--- src/rtl/period_meter_pkg.sv ---
// -----------------------------------------------------------------------------
// period_meter_pkg
// Shared types and defaults for the period meter and its edge-detect front end.
//   state_e    : measurement FSM states (IDLE waits for a first edge,
//                MEASURE counts cycles between edges).
//   DEF_*      : default parameter values for period_meter.
//   avg_count  : number of periods folded into one averaged result.
// -----------------------------------------------------------------------------
package period_meter_pkg;

    typedef enum logic {
        ST_IDLE    = 1'b0,
        ST_MEASURE = 1'b1
    } state_e;

    localparam int unsigned DEF_WIDTH    = 16;
    localparam int unsigned DEF_TIMEOUT  = 50_000;
    localparam int unsigned DEF_AVG_LOG2 = 0;

    function automatic int unsigned avg_count(input int unsigned avg_log2);
        return 32'd1 << avg_log2;
    endfunction

endpackage

--- src/rtl/sync_edge_detect.sv ---
// -----------------------------------------------------------------------------
// sync_edge_detect
// Brings an asynchronous level into the clk_in domain through two flops and
// emits a one-cycle pulse for each rising edge of the synchronised level.
// Ports:
//   clk_in  : system clock
//   rst     : synchronous, active-low reset (clears all three flops)
//   async_i : asynchronous input level
//   level_o : synchronised level
//   edge_o  : high for one cycle after each synchronised rising edge
// -----------------------------------------------------------------------------
module sync_edge_detect (
    input  logic clk_in,
    input  logic rst,
    input  logic async_i,
    output logic level_o,
    output logic edge_o
);

    logic sync1_q;
    logic sync2_q;
    logic prev_q;

    // NOTE: non-blocking assignments let every flop sample its input from
    // before the clock edge, which is what makes this a real shift chain.
    always_ff @(posedge clk_in) begin
        if (!rst) begin
            sync1_q <= 1'b0;
            sync2_q <= 1'b0;
            prev_q  <= 1'b0;
        end else begin
            sync1_q <= async_i;
            sync2_q <= sync1_q;
            prev_q  <= sync2_q;
        end
    end

    assign level_o = sync2_q;
    assign edge_o  = sync2_q & ~prev_q;

endmodule

--- src/rtl/period_meter.sv ---
// -----------------------------------------------------------------------------
// period_meter
// Measures the period of a slow pulse train in clk_in cycles, averages it over
// 2^AVG_LOG2 periods and offers each result on a valid/ready output register.
// Flags a stall when no edge arrives for TIMEOUT cycles, and a lost result when
// a new one overwrites an unread one.
// Parameters:
//   WIDTH    : width of the period counter and of period
//   TIMEOUT  : cycles without an edge before timeout (2 <= TIMEOUT < 2^WIDTH)
//   AVG_LOG2 : log2 of periods averaged per result (0..4)
// Ports:
//   clk_in  : system clock
//   rst     : synchronous, active-low reset
//   sig_in  : asynchronous measured signal
//   period  : averaged period in cycles
//   valid   : period holds an unread result
//   ready   : consumer takes period this cycle (transfer when valid && ready)
//   timeout : no edge for TIMEOUT cycles; held until the next edge
//   overrun : an unread result was overwritten; cleared by a transfer
// -----------------------------------------------------------------------------
module period_meter
    import period_meter_pkg::*;
#(
    parameter int unsigned WIDTH    = DEF_WIDTH,
    parameter int unsigned TIMEOUT  = DEF_TIMEOUT,
    parameter int unsigned AVG_LOG2 = DEF_AVG_LOG2
) (
    input  logic             clk_in,
    input  logic             rst,
    input  logic             sig_in,
    output logic [WIDTH-1:0] period,
    output logic             valid,
    input  logic             ready,
    output logic             timeout,
    output logic             overrun
);

    localparam int unsigned ACC_W = WIDTH + AVG_LOG2;
    localparam int unsigned N_W   = AVG_LOG2 + 1;

    localparam logic [N_W-1:0]   N_LAST    = N_W'(avg_count(AVG_LOG2));
    localparam logic [WIDTH-1:0] TIMEOUT_C = WIDTH'(TIMEOUT);

    logic edge_p;
    logic level_unused;

    sync_edge_detect u_sync (
        .clk_in  (clk_in),
        .rst     (rst),
        .async_i (sig_in),
        .level_o (level_unused),
        .edge_o  (edge_p)
    );

    state_e             state_q,   state_d;
    logic [WIDTH-1:0]   count_q,   count_d;
    logic [ACC_W-1:0]   acc_q,     acc_d;
    logic [N_W-1:0]     n_q,       n_d;
    logic [WIDTH-1:0]   period_q,  period_d;
    logic               valid_q,   valid_d;
    logic               timeout_q, timeout_d;
    logic               overrun_q, overrun_d;

    logic               cap;
    logic [WIDTH-1:0]   result;
    logic [ACC_W-1:0]   acc_sum;
    logic [N_W-1:0]     n_inc;

    assign acc_sum = acc_q + ACC_W'(count_q);
    assign n_inc   = n_q + N_W'(1);

    // Measurement FSM, counter and accumulator.
    // NOTE: every signal driven here gets its default first, so no path
    // leaves one unassigned and no latch is inferred.
    always_comb begin
        state_d   = state_q;
        count_d   = count_q;
        acc_d     = acc_q;
        n_d       = n_q;
        timeout_d = timeout_q;
        cap       = 1'b0;
        result    = '0;

        unique case (state_q)
            ST_IDLE: begin
                if (edge_p) begin
                    state_d   = ST_MEASURE;
                    count_d   = WIDTH'(1);
                    acc_d     = '0;
                    n_d       = '0;
                    timeout_d = 1'b0;
                end
            end
            ST_MEASURE: begin
                // An edge on the same cycle count reaches TIMEOUT takes
                // priority: it closes a normal period of TIMEOUT cycles.
                if (edge_p) begin
                    count_d = WIDTH'(1);
                    if (n_inc == N_LAST) begin
                        cap    = 1'b1;
                        result = WIDTH'(acc_sum >> AVG_LOG2);
                        acc_d  = '0;
                        n_d    = '0;
                    end else begin
                        acc_d = acc_sum;
                        n_d   = n_inc;
                    end
                end else if (count_q == TIMEOUT_C) begin
                    state_d   = ST_IDLE;
                    timeout_d = 1'b1;
                    count_d   = '0;
                    acc_d     = '0;
                    n_d       = '0;
                end else begin
                    count_d = count_q + WIDTH'(1);
                end
            end
            default: state_d = ST_IDLE;
        endcase
    end

    // Output register with valid/ready handshake. A capture always wins over
    // a transfer; if the old result is being taken in the same cycle it was
    // not lost, so overrun is cleared rather than set.
    always_comb begin
        period_d  = period_q;
        valid_d   = valid_q;
        overrun_d = overrun_q;

        if (cap) begin
            period_d = result;
            valid_d  = 1'b1;
            if (valid_q) begin
                overrun_d = ~ready;
            end
        end else if (valid_q && ready) begin
            valid_d   = 1'b0;
            overrun_d = 1'b0;
        end
    end

    always_ff @(posedge clk_in) begin
        if (!rst) begin
            state_q   <= ST_IDLE;
            count_q   <= '0;
            acc_q     <= '0;
            n_q       <= '0;
            period_q  <= '0;
            valid_q   <= 1'b0;
            timeout_q <= 1'b0;
            overrun_q <= 1'b0;
        end else begin
            state_q   <= state_d;
            count_q   <= count_d;
            acc_q     <= acc_d;
            n_q       <= n_d;
            period_q  <= period_d;
            valid_q   <= valid_d;
            timeout_q <= timeout_d;
            overrun_q <= overrun_d;
        end
    end

    assign period  = period_q;
    assign valid   = valid_q;
    assign timeout = timeout_q;
    assign overrun = overrun_q;

endmodule

--- config.mk ---
export PLATFORM = sky130hd
export DESIGN_NAME = period_meter
export DESIGN_NICKNAME = d
export VERILOG_FILES = /design/src/rtl/period_meter_pkg.sv /design/src/rtl/sync_edge_detect.sv /design/src/rtl/period_meter.sv
export SDC_FILE = /design/constraint.sdc
export NUM_CORES = 1
export LEC_CHECK = 0
export ABC_AREA = 1
export BUFFER_PORTS_ARGS = -buffer_cell sky130_fd_sc_hd__buf_2
export CORE_ASPECT_RATIO = 1.5
export CORE_MARGIN = 1
export CORE_UTILIZATION = 40
export CTS_BUF_LIST = sky130_fd_sc_hd__clkbuf_16
export DETAILED_ROUTE_END_ITERATION = 10
export SYNTH_ARGS = -nofsm -noshare
export SYNTH_HDL_FRONTEND = slang
export SYNTH_SLANG_ARGS = --single-unit
--- constraint.sdc ---
create_clock -name clk_in -period 2.54 [get_ports clk_in]
set_clock_uncertainty 0.2 [all_clocks]
set_input_delay 0 -clock clk_in [delete_from_list [all_inputs] [get_ports clk_in]]
set_output_delay 0 -clock clk_in [all_outputs]
set_load 0.01 [all_outputs]
==> summary by stage <==
Outcome
The run finished, with violations left. The final reports fail on design-rule violations.

CTS
In this run the clock root is driven by a sky130_fd_sc_hd__clkbuf_16. The CTS tree is built. The clock latency on the worst-skew pair is approximately 280 ps.

Counting the buffers created by CTS gives 5. The deepest clock path buffer count is 2. In this run the number of H-tree levels came out at 2. CTS saw 39 sinks.

The post-cts gate resize count is 0. After clock tree synthesis, the clock-pin slew on the worst setup and hold paths is roughly 50 ps.

Setup path
The required time at the endpoint of the critical path is 2550 ps. The worst setup path is launched from a flip-flop. The largest incremental delay on the critical path is between 300 and 400 ps. The worst-path maximum fanout is 13. The destination of the worst register-to-register timing path is count_q[4]. The critical path goes through inv_1 -> ha_1 -> nand3_1 -> nor2_1 -> nand2_2 -> nand2_2 -> nor2_4 -> o21ai_0 -> a21oi_1. The critical path class is flip-flop to flip-flop. For this design, the slowest cell found on the critical path is sky130_fd_sc_hd__dfxtp_1.

The worst register-to-register path has a depth of 9. The startpoint of the most critical register-to-register path is count_q[0]. The minimum setup slack among reg-to-reg paths is about 730 ps. The largest delay contributor family on the critical path is simple AND/OR/NAND/NOR gates.

By instance count, the cell type seen most on the critical path is sky130_fd_sc_hd__nand2_2. The number of buffers and inverters on the critical path is 1. The arrival time at the worst endpoint is ~1800 ps. The sort of element at the end of the critical path is a flip-flop.

Yosys
The share of flip-flops with an asynchronous set or reset is 0. The post-synthesis area per instance is around 6.9 um2. Counting instances in the post-synthesis netlist gives the leading cell types as 71 x sky130_fd_sc_hd__nand2_1, 39 x sky130_fd_sc_hd__dfxtp_1, 32 x sky130_fd_sc_hd__a21oi_1, 31 x sky130_fd_sc_hd__nand3_1, 23 x sky130_fd_sc_hd__inv_1.

For this run, the register share of the synthesized area comes to 0.435. By area the synthesized netlist is led by sky130_fd_sc_hd__dfxtp_1 44%, sky130_fd_sc_hd__nand2_1 15%, sky130_fd_sc_hd__a21oi_1 8.9%. During synthesis, Yosys emitted a total of 0 warnings.

The total nets after synthesis is ~270. In this run, synthesis inferred 0 flip-flops with an integrated enable. The count of distinct cell types in the synthesized netlist is 23. The cell type contributing the most total cell area after synthesis is sky130_fd_sc_hd__dfxtp_1.

After synthesis the cells add up to around 1800 um2. For this run, the leading register cell type out of synthesis is sky130_fd_sc_hd__dfxtp_1. The most frequent cell after synthesis is sky130_fd_sc_hd__nand2_1. Synthesis inferred 39 register bits. The synthesized instance count is roughly 260. The share of synthesized area in the top cell type comes to 0.435.

GRT
The largest net degree at the start of global routing is 22. The first global-routing pass estimated ~6600 um of wire. For this run, the total global-route usage over all layers was measured as 0.177. The total overflow left after global routing is 0. The initial antenna violation count was 0. The number of global-route vias before repair was approximately 1500.

Floorplanning
In this run the vertical extent of the chip is around 84 um. The floorplan step defined a core boundary enclosing roughly 4300 um2. The starting utilization of the core area is 0.419. The die covers 4760 um2. In this run the count of I/O pins placed on the die edge is 23.

Row generation in the floorplan step produced 29 rows. The horizontal die dimension is 56.7 um.

Power and ir drop
The standby leakage power is ~0.85 nW. Power comes to ~1.5 mW. The power per cell area is just under 700 nW/um2. The worst-case IR drop observed on VDD is about 0.34 mV.

STA
The minimum setup slack in the final design is ~730 ps. The routed design could run at a clock period as short as about 1800 ps. The count of final max-slew check failures was 0.

Derived from the worst setup path, the maximum achievable clock frequency is 0.551 GHz. For the final routed database, the setup TNS stands at 0 ps. For the pin with the worst max-slew slack, the measured transition is 519 ps. Setup repair after global routing left no endpoint under its margin.

In this run the tightest slew margin relative to its limit is 0.653. The setup-violating endpoint count in the final report is 0. In the finished design, the share of the clock period the worst path needs comes to 0.714. The final hold violation count was 0.

Cells and area
The net count of the finished layout is ~290. Once layout is complete, the cells apart from fillers number 330. The count of filler cells inserted in the layout is 428.

The antenna diode instance count is 0. The final cell area excluding filler cells is 2150 um2. The signed area change from the synthesized netlist to the final layout is 20.0%.

The fraction of layout cells with a size suffix above 1 is 0.148.

Hold path
Along the worst hold path, the cell count comes to 2. The worst min-delay path class is flip-flop to flip-flop. The end point of the worst hold path is u_sync.level_o. The start point of the worst hold path is u_sync.sync1_q.

Routing
The number of DRC violations after detailed-routing iteration 0 is 72. In this run the remaining antenna-violating nets after routing total 0. For this block, the via count after detailed routing is roughly 1600. In the routed design, unresolved DRC markers number 6.

The total length of routed wires is around 3900 um. The first-pass iteration count of the detailed router is 7. The routed wirelength normalized by instance count is about 12 um.

The post-detailed-route via-to-cell ratio is roughly 5.

Placement
In this run the tool buffered the top-level ports with 22 buffer cells. OpenSTA, run right after detailed placement, puts the worst setup slack at a little over 700 ps. After legalization and detailed placement, the total HPWL measured 2800 um. Routability-driven placement finished with a final weighted congestion of slightly below 0.9. The count of placed standard cells including taps is roughly 320. After detailed placement, the total cell area comes to 1920 um2.

Run
The tool flagged a number of max-cap violations equal to 0.
[tightest hold or removal path, cell delays in order, from the launching register on]
cell	delay [ps]
sky130_fd_sc_hd__dfxtp_1	300
sky130_fd_sc_hd__nand2_1	50
sky130_fd_sc_hd__inv_1	40
[power by group]
part | switching [mW] | internal (mW) | leakage (nW) | total [mW]
clock | 0.237 | 0.559 | 0.0952 | 0.796
combinational | 0.0416 | 0.0192 | 0.438 | 0.0607
sequential | 0.00363 | 0.618 | 0.315 | 0.621
total | 0.283 | 1.20 | 0.848 | 1.48
[stage by stage]
step,util,hold WS [ps]
2_1_floorplan,-,-102
3_3_place_gp,0.449,-17.9
3_5_place_dp,0.449,-8.70
4_1_cts,0.503,221
5_1_grt,0.503,249
6_report,0.503,219
[cell type report]
class                   count  area [um2]  share of cell area
multi-input cells         183         855               0.397
flip-flops and latches     39         781               0.363
repair buffers             30         180              0.0837
clock buffers               5         125              0.0581
inverters                  24        90.1              0.0419
clock inverters             3        63.8              0.0297
well taps                  46        57.6              0.0267
[cells in the final DEF (no fill, tap or decap), drive strengths merged]
| cell | synthesis | final |
|---|---|---|
| inv | 24 | 25 |
| or2 | 1 | 1 |
| buf | 10 | 26 |
| dlygate4sd3 | 0 | 4 |
| nand4 | 1 | 1 |
| o21ai | 10 | 10 |
| nand3 | 31 | 31 |
| nor3 | 4 | 4 |
| dfxtp | 39 | 39 |
| ha | 2 | 2 |
| nor2 | 25 | 25 |
| bufinv | 0 | 2 |
| o211ai | 1 | 1 |
| a221oi | 1 | 1 |
| xor2 | 2 | 2 |
| a21oi | 32 | 32 |
| clkbuf | 3 | 5 |
| nand2 | 73 | 73 |
[metal layers]
metal  up-vias  track usage  routed length, um
met4         0        0.107                 89
li1        879            -                  -
met5         -            0                  0
met2        31        0.287               1880
met3         6       0.0372                107
met1       709        0.210               1790
[cells by family (layout without fill, tap and decap cells)]
kind of cell             Yosys count  count (layout)  share of synthesized area
adder cells (fa/ha/maj)            2               2                     0.0140
buffers and inverters             37              62                     0.0879
AO/OA/AOI/OAI                     44              44                      0.126
XOR/XNOR                           2               2                    0.00977
flip-flops                        39              39                      0.435
AND/OR/NAND/NOR                  135             135                      0.327
[state kept, by name (all words and copies together), names as in the netlist]
register / flops
count_q: 16
overrun: 1
period: 16
state_q: 1
timeout: 1
u_sync.level_o: 1
u_sync.prev_q: 1
u_sync.sync1_q: 1
valid: 1
[timing repair]
item,CTS,global route
hold buffers,4,0
buffers inserted,0,0
endpoints found under the hold margin,10,0
setup endpoints to repair,0,0
[how the worst max path moves through the flow]
stage               start           to  slack, ps  depth (start not counted)
2_1_floorplan  count_q[0]  count_q[15]       1000                         10
3_3_place_gp   count_q[0]   count_q[4]        730                          9
3_5_place_dp   count_q[0]   count_q[4]        710                          9
4_1_cts        count_q[0]   count_q[4]        710                          9
5_1_grt        count_q[0]  count_q[15]        530                          9
6_report       count_q[0]   count_q[4]        730                          9
Power figures use the tool's default switching activity.
